--- config.mk ---
export PLATFORM = sky130hd
export DESIGN_NAME = konark_hwpe_ctrl_slave
export DESIGN_NICKNAME = d
export VERILOG_FILES = /design/src/rtl/konark_hwpe_ctrl_pkg.sv /design/src/rtl/konark_hwpe_ctx_regfile.sv /design/src/rtl/konark_hwpe_ctrl_slave.sv
export SDC_FILE = /design/constraint.sdc
export NUM_CORES = 2
export LEC_CHECK = 0
export ABC_AREA = 1
export CAP_MARGIN = 5
export CORE_MARGIN = 8
export CORE_UTILIZATION = 45
export CTS_BUF_LIST = sky130_fd_sc_hd__clkbuf_4
export DETAILED_ROUTE_END_ITERATION = 7
export PLACE_DENSITY = 0.76
export SETUP_SLACK_MARGIN = 0.5
export SYNTH_ARGS = -nofsm -noshare
export SYNTH_HDL_FRONTEND = slang
export SYNTH_SLANG_ARGS = --single-unit
--- constraint.sdc ---
create_clock -name clk_i -period 10.4 [get_ports clk_i]
set_input_delay 1.56 -clock clk_i [delete_from_list [all_inputs] [get_ports clk_i]]
set_output_delay 1.56 -clock clk_i [all_outputs]
set_load 0.02 [all_outputs]
--- src/rtl/konark_hwpe_ctrl_pkg.sv ---
// Shared definitions for the Konark HWPE control slave: register map, STATUS
// layout, controller FSM states and the byte-strobe merge helper.
package konark_hwpe_ctrl_pkg;

  // Word offsets (addr[7:2]) of the control registers.
  localparam logic [5:0] REG_TRIGGER    = 6'h00;
  localparam logic [5:0] REG_ACQUIRE    = 6'h01;
  localparam logic [5:0] REG_STATUS     = 6'h02;
  localparam logic [5:0] REG_JOB_ID     = 6'h03;
  localparam logic [5:0] REG_SOFT_CLEAR = 6'h04;
  localparam logic [5:0] REG_JOB_BASE   = 6'h10;

  localparam int STATUS_ERR_BIT   = 31;
  localparam int STATUS_COUNT_LSB = 8;
  localparam int STATUS_BUSY_BIT  = 0;

  localparam logic [31:0] ACQUIRE_FAIL = 32'hFFFF_FFFF;

  typedef enum logic [1:0] {
    ST_IDLE  = 2'd0,
    ST_START = 2'd1,
    ST_RUN   = 2'd2
  } ctrl_state_e;

  function automatic logic [31:0] apply_strb(input logic [31:0] old_word,
                                             input logic [31:0] new_word,
                                             input logic [3:0]  strb);
    logic [31:0] merged;
    for (int b = 0; b < 4; b++) begin
      merged[8*b +: 8] = strb[b] ? new_word[8*b +: 8] : old_word[8*b +: 8];
    end
    return merged;
  endfunction

endpackage

--- src/rtl/konark_hwpe_ctx_regfile.sv ---
// Job-register contexts: NrContext x NrJobRegs 32-bit words, one byte-masked
// write port, one word read port for the cores and a full-context read port.
module konark_hwpe_ctx_regfile
  import konark_hwpe_ctrl_pkg::*;
#(
  parameter int NrContext = 2,
  parameter int NrJobRegs = 16,
  localparam int PtrW = $clog2(NrContext),
  localparam int IdxW = $clog2(NrJobRegs)
) (
  input  logic                    clk_i,
  input  logic                    rst_ni,
  input  logic                    we_i,
  input  logic [PtrW-1:0]         wctx_i,
  input  logic [IdxW-1:0]         widx_i,
  input  logic [31:0]             wdata_i,
  input  logic [3:0]              wstrb_i,
  input  logic [PtrW-1:0]         rctx_a_i,
  input  logic [IdxW-1:0]         ridx_a_i,
  output logic [31:0]             rdata_a_o,
  input  logic [PtrW-1:0]         rctx_b_i,
  output logic [NrJobRegs*32-1:0] rdata_b_o
);

  logic [31:0] mem_q [NrContext][NrJobRegs];

  // NOTE: the array is cleared on reset because job_regs_o and core reads must
  // return 0 straight out of reset; this is deliberate, not a habit to copy.
  always_ff @(posedge clk_i) begin
    if (!rst_ni) begin
      for (int c = 0; c < NrContext; c++) begin
        for (int r = 0; r < NrJobRegs; r++) begin
          mem_q[c][r] <= '0;
        end
      end
    end else if (we_i) begin
      mem_q[wctx_i][widx_i] <= apply_strb(mem_q[wctx_i][widx_i], wdata_i, wstrb_i);
    end
  end

  assign rdata_a_o = mem_q[rctx_a_i][ridx_a_i];

  for (genvar g = 0; g < NrJobRegs; g++) begin : g_job_regs
    assign rdata_b_o[g*32 +: 32] = mem_q[rctx_b_i][g];
  end

endmodule

--- src/rtl/konark_hwpe_ctrl_slave.sv ---
// HWPE control-port responder: decodes core register accesses, queues job
// contexts in FIFO order and sequences them onto the accelerator datapath.
module konark_hwpe_ctrl_slave
  import konark_hwpe_ctrl_pkg::*;
#(
  parameter int NrCores   = 9,
  parameter int NrContext = 2,
  parameter int NrJobRegs = 16,
  parameter int IdWidth   = 2,
  parameter int AddrWidth = 32
) (
  input  logic                    clk_i,
  input  logic                    rst_ni,
  input  logic                    req_valid_i,
  output logic                    req_ready_o,
  input  logic [AddrWidth-1:0]    req_addr_i,
  input  logic                    req_write_i,
  input  logic [31:0]             req_wdata_i,
  input  logic [3:0]              req_strb_i,
  input  logic [IdWidth-1:0]      req_id_i,
  output logic                    rsp_valid_o,
  output logic [31:0]             rsp_rdata_o,
  output logic [IdWidth-1:0]      rsp_id_o,
  output logic                    job_start_o,
  output logic [NrJobRegs*32-1:0] job_regs_o,
  input  logic                    job_done_i,
  output logic                    clear_o,
  output logic                    busy_o,
  output logic [NrCores-1:0]      evt_o
);

  localparam int PtrW = $clog2(NrContext);
  localparam int CntW = PtrW + 1;
  localparam int IdxW = $clog2(NrJobRegs);

  logic [PtrW-1:0]    wptr_q, rptr_q;
  logic [CntW-1:0]    count_q;
  logic [7:0]         job_id_q;
  logic               err_q;
  ctrl_state_e        state_q, state_d;
  logic               rsp_valid_q;
  logic [31:0]        rsp_rdata_q;
  logic [IdWidth-1:0] rsp_id_q;
  logic               clear_q;
  logic [NrCores-1:0] evt_q;

  logic [5:0]      word, job_off;
  logic [IdxW-1:0] job_idx;
  logic            is_job, full, running;
  logic            req_fire, wr_fire;
  logic            do_trigger, trigger_err, do_clear, job_we, done_ok;
  logic [31:0]     ctx_rdata, rdata_d;
  logic            unused_addr;

  assign req_ready_o = rst_ni;
  assign req_fire    = req_valid_i & req_ready_o;
  assign wr_fire     = req_fire & req_write_i;

  assign word        = req_addr_i[7:2];
  assign job_off     = word - REG_JOB_BASE;
  assign job_idx     = job_off[IdxW-1:0];
  assign is_job      = (word >= REG_JOB_BASE) && (int'(job_off) < NrJobRegs);
  assign unused_addr = ^{req_addr_i[AddrWidth-1:8], req_addr_i[1:0], job_off[5:IdxW]};

  assign full    = (count_q == CntW'(NrContext));
  assign running = (state_q != ST_IDLE);

  // A full queue means context wptr is queued or running, so it is read-only.
  assign do_trigger  = wr_fire & (word == REG_TRIGGER) & !full;
  assign trigger_err = wr_fire & (word == REG_TRIGGER) & full;
  assign do_clear    = wr_fire & (word == REG_SOFT_CLEAR);
  assign job_we      = wr_fire & is_job & !full;
  assign done_ok     = job_done_i & (state_q == ST_RUN) & !do_clear;

  konark_hwpe_ctx_regfile #(
    .NrContext (NrContext),
    .NrJobRegs (NrJobRegs)
  ) i_ctx_regfile (
    .clk_i     (clk_i),
    .rst_ni    (rst_ni),
    .we_i      (job_we),
    .wctx_i    (wptr_q),
    .widx_i    (job_idx),
    .wdata_i   (req_wdata_i),
    .wstrb_i   (req_strb_i),
    .rctx_a_i  (wptr_q),
    .ridx_a_i  (job_idx),
    .rdata_a_o (ctx_rdata),
    .rctx_b_i  (rptr_q),
    .rdata_b_o (job_regs_o)
  );

  // NOTE: every always_comb output gets a default first so no path infers a latch.
  always_comb begin
    rdata_d = '0;
    if (!req_write_i) begin
      if (is_job) begin
        rdata_d = ctx_rdata;
      end else begin
        case (word)
          REG_ACQUIRE: rdata_d = full ? ACQUIRE_FAIL : 32'(wptr_q);
          REG_STATUS: begin
            rdata_d[STATUS_ERR_BIT]             = err_q;
            rdata_d[STATUS_COUNT_LSB +: 8]      = 8'(count_q);
            rdata_d[STATUS_BUSY_BIT]            = running;
          end
          REG_JOB_ID:  rdata_d = 32'(job_id_q);
          default:     rdata_d = '0;
        endcase
      end
    end
  end

  // NOTE: non-blocking assignments so every update below sees pre-edge values.
  always_ff @(posedge clk_i) begin
    if (!rst_ni) begin
      rsp_valid_q <= 1'b0;
      rsp_rdata_q <= '0;
      rsp_id_q    <= '0;
      clear_q     <= 1'b0;
      evt_q       <= '0;
      wptr_q      <= '0;
      rptr_q      <= '0;
      count_q     <= '0;
      job_id_q    <= '0;
      err_q       <= 1'b0;
    end else begin
      rsp_valid_q <= req_fire;
      if (req_fire) begin
        rsp_rdata_q <= rdata_d;
        rsp_id_q    <= req_id_i;
      end
      clear_q <= do_clear;
      evt_q   <= {NrCores{done_ok}};
      if (do_clear) begin
        wptr_q  <= '0;
        rptr_q  <= '0;
        count_q <= '0;
        err_q   <= 1'b0;
      end else begin
        if (do_trigger) begin
          wptr_q   <= wptr_q + 1'b1;
          job_id_q <= job_id_q + 8'd1;
        end
        if (trigger_err) err_q <= 1'b1;
        if (done_ok) rptr_q <= rptr_q + 1'b1;
        case ({do_trigger, done_ok})
          2'b10:   count_q <= count_q + 1'b1;
          2'b01:   count_q <= count_q - 1'b1;
          default: count_q <= count_q;
        endcase
      end
    end
  end

  always_ff @(posedge clk_i) begin
    if (!rst_ni) state_q <= ST_IDLE;
    else         state_q <= state_d;
  end

  always_comb begin
    state_d = state_q;
    case (state_q)
      ST_IDLE:  if (count_q != '0) state_d = ST_START;
      ST_START: state_d = ST_RUN;
      ST_RUN:   if (job_done_i) state_d = ST_IDLE;
      default:  state_d = ST_IDLE;
    endcase
    if (do_clear) state_d = ST_IDLE;
  end

  always_comb begin
    job_start_o = (state_q == ST_START);
    busy_o      = running;
  end

  assign rsp_valid_o = rsp_valid_q;
  assign rsp_rdata_o = rsp_rdata_q;
  assign rsp_id_o    = rsp_id_q;
  assign clear_o     = clear_q;
  assign evt_o       = evt_q;

endmodule

==> results list <==
- Total buffers and inverters traversed by the critical path: 3
* Last weighted congestion value of the routability-driven placer: ~0.94
- Number of cells produced by synthesis: between 6000 and 7000
* Post-synthesis register bit count: 1078
- Final net count: 6845
- In the post-route analysis, the smallest setup slack over all paths is 4180 ps.
- Worst rel slew slack: between 10% and 20%
- Final Hold Fails: 0
* Distinct cell type count of the synthesized netlist: 33
- Iter 0 DRT Violations: 7629
* F_max: 161 MHz
* Capture point of the worst path: job_regs_o[375]
* I/O pins: about 640
- Peak fanout along the critical path: 156
- In this run the biggest area consumer among cell types represents 57.0% of the synthesized area.
- Number of global-route vias before repair: 44800
- Post-CTS setup-driven buffer insertion count: 0
- Mean area per synthesized cell: just under 9 um^2
* Max-Cap Viols: 0
* Detailed-route wire length: 218000 um
* Worst slack at placement: approximately 3400 ps
- After clock tree synthesis, the clock-pin slew on the worst setup and hold paths is 70 ps.
- Row generation in the floorplan step produced 127 rows.
- Kind of cell with the highest combined delay on the critical path: buffers and inverters
- H-tree depth: 5
- Total global-route track usage: 31.7%
- Final setup violating endpoints: 0
- Ranking of synthesized cells by area: edfxtp_1 (57%), nand2_1 (12%), nor2_1 (6.6%)
- Vias post-DR: 48100
- Global-route wire length before repair: 304000 um
- Primary flip-flop cell chosen by synthesis mapping: edfxtp_1
* Drc violations: 2
* Setup slack, reg-to-reg: 4500 ps
- The floorplan step defined a die boundary enclosing 0.131 mm^2.
- In the synthesized netlist the async set-or-reset flop fraction comes to 0%.
- Leak: 26.2 nW
* Number of cells traversed by the worst register-to-register path: 12
* Fraction of final layout cells sized beyond drive strength 1: 11.6%
- Gates resized during post-CTS repair numbered 0.
* Power per unit of standard cell area: 150 mW/mm^2
* CTS tree: yes
* Die width: ~360 um
* Hold buffer count at CTS: 0
- Critical path depth: 4
- Data arrival at the endpoint of the critical path: 4660 ps
- In the finished design, the share of the clock period the worst path needs comes to 59.8%.
- Starting density of the core: 45.2%
* Min cycle time layout: between 6000 and 7000 ps
* Critical hold path startpoint: err_q
- Highest-delay cell along the critical path: buf_4
- The cell area that synthesis handed to floorplanning was 0.0540 mm^2.
* Sequential area share after synthesis: 59.0%
* Maximum number of pins on one net before global-route repair: 217
* Worst IR drop on VDD: ~0.098 mV
- The die is 362 um tall.
* DRT antenna net count: 0
- STA classifies the critical path startpoint as a flip-flop.
- Yosys top cell by area: edfxtp_1
- Pin slew with the least headroom to its limit: 1240 ps
- The initial antenna violation count was 18.
* Total overflow reported by the global router: 0
* Dpl cells: 8075
* Vias/cell: 5.60
* Util after Layout: 54.4%
- Setup clock skew after layout: 125 ps
* RSZ-0062 raised after global routing: no
- Drt pass-1 iters: 8
- The area growth from synthesis to layout is 20.5%.
- The flow ran to the end, but the final reports show violations.
- The min-delay analysis places its worst path in the category flip-flop to flip-flop.
- Traced cell by cell, the critical path runs through buf_12, buf_4, o21ai_0, clkdlybuf4s50_1.
- The core region is 0.119 mm^2.
- In the final routed layout, each cell accounts on average for 25.3 um.
* Post-synth EDFFs: 1024
- After the flow finishes, the layout carries non-filler instances totaling 8586.
- In this run the critical register-to-register path is captured at i_ctx_regfile.mem_q[1][251].
- The tree built by TritonCTS fans out to 1078 sinks.
* Number of warnings issued by yosys: 0
* Clock root buffer master: clkbuf_4
- Detailed placement ended at an HPWL of 142000 um.
* Count of pins over their slew limit: 0
- Across all hold checks on the routed design, the worst slack comes to 464 ps.
- Longest Clk Path Bufs: 4
- On the worst path, the slowest cell contributes a delay of 1000 ps.
- The final reports fail on DRC.
- Type of destination of the critical path: output pin
- Insertion delay to the later sink of the worst-skew pair: 1220 ps
- Synthesis produced a netlist with a net count of roughly 6200.
- Classification of the worst setup path: flip-flop to output pin
* # port buffers: about 610
- Worst endpoint required time: 8840 ps
- Number of clock buffers inserted by TritonCTS: between 300 and 400
- Total Negative Setup Slacks: 0 ps
-- cell usage after synthesis (2+ instances only) --
cell type,number
clkinv_1,4
buf_6,2
nand3_1,528
buf_4,18
a211oi_1,2
nor2_2,4
dfxtp_1,54
nor3_4,2
o211ai_1,21
o21ai_1,7
nand4_1,4
nor2_1,948
nand2_2,32
clkbuf_1,227
edfxtp_1,1024
inv_2,5
nor3_1,6
nand2_1,1755
o21ai_0,344
a21oi_1,73
ha_1,2
mux2_2,176
and2_1,21
buf_2,118
buf_1,28
inv_1,744
-- worst min-delay path by stage --
stage	end	slack, ps	cells past startpoint
after global placement	err_q	450	2
final	err_q	460	2
after CTS	err_q	460	2
after detailed placement	err_q	460	2
after floorplan	err_q	430	2
after global routing	rsp_rdata_o[10]	490	2
-- routing by layer --
layer	up-vias	part of all wire, %	GRT usage [%]
li1	21100	-	-
met1	22300	34	39.1
met2	3967	44	47.9
met3	671	15	10.5
met4	12	7.2	20.4
met5	-	0.038	0
-- state kept, by name, summed over array words and instances (netlist names), named ones only --
name / count
i_ctx_regfile.mem_q: 1024
rsp_rdata_o: 32
job_id_q: 8
count_q: 2
rsp_id_o: 2
state_q: 2
clear_o: 1
err_q: 1
evt_o: 1
rptr_q: 1
rsp_valid_o: 1
wptr_q: 1
-- report_power, final --
| group | switching [mW] | internal [mW] |
|---|---|---|
| combinational | 0.635 | 0.274 |
| clock | 1.83 | 2.04 |
| sequential | 0.0672 | 4.90 |
| total | 2.53 | 7.21 |
-- final cells by class --
| cell class | count | area [um^2] |
|---|---|---|
| Antenna cell | 13 | 32.5 |
| Clock buffer | 451 | 3390 |
| Fill cell | 10500 | 54500 |
| Multi-Input combinational cell | 3932 | 17800 |
| Clock inverter | 47 | 272 |
| Inverter | 753 | 2840 |
| Timing Repair Buffer | 700 | 6870 |
| Tap cell | 1612 | 2020 |
| Sequential cell | 1078 | 31800 |
-- metrics by stage --
stage	power (mW)	cell area, um^2
finish	9.74	65000
global route	10.0	65000
CTS	9.74	65000
detailed placement	5.95	61300
global placement	5.93	61300
floorplan	5.49	54000
-- worst reg2reg max path, delay by kind of cell (launching register included) --
kind | cells | cell delay (ps)
buf+inv | 3 | 2430
simple gates | 9 | 2010
flops | 1 | 880
-- layout by cell type (no fill, tap or decap), drive strengths merged, types with 42 or more instances in the layout --
master and count:
mux2 176, a21oi 73, clkbuf 451, clkdlybuf4s50 607, edfxtp 1024, dfxtp 54
inv 754, buf 93, nand3 529, clkinv 42, nor2 953, nand2 1787
o21ai 351
-- kinds of logic after synthesis --
logic type | after synthesis | share of synthesized area, %
buffers and inverters | 1146 | 8.40
XOR/XNOR | 2 | 0.0325
AO/OA/AOI/OAI | 448 | 4.27
AND/OR/NAND/NOR | 3304 | 24.6
adder cells (fa/ha/maj) | 2 | 0.0464
flip-flops | 1078 | 59.0
multiplexers | 176 | 3.67
Power figures use the tool's default switching activity.
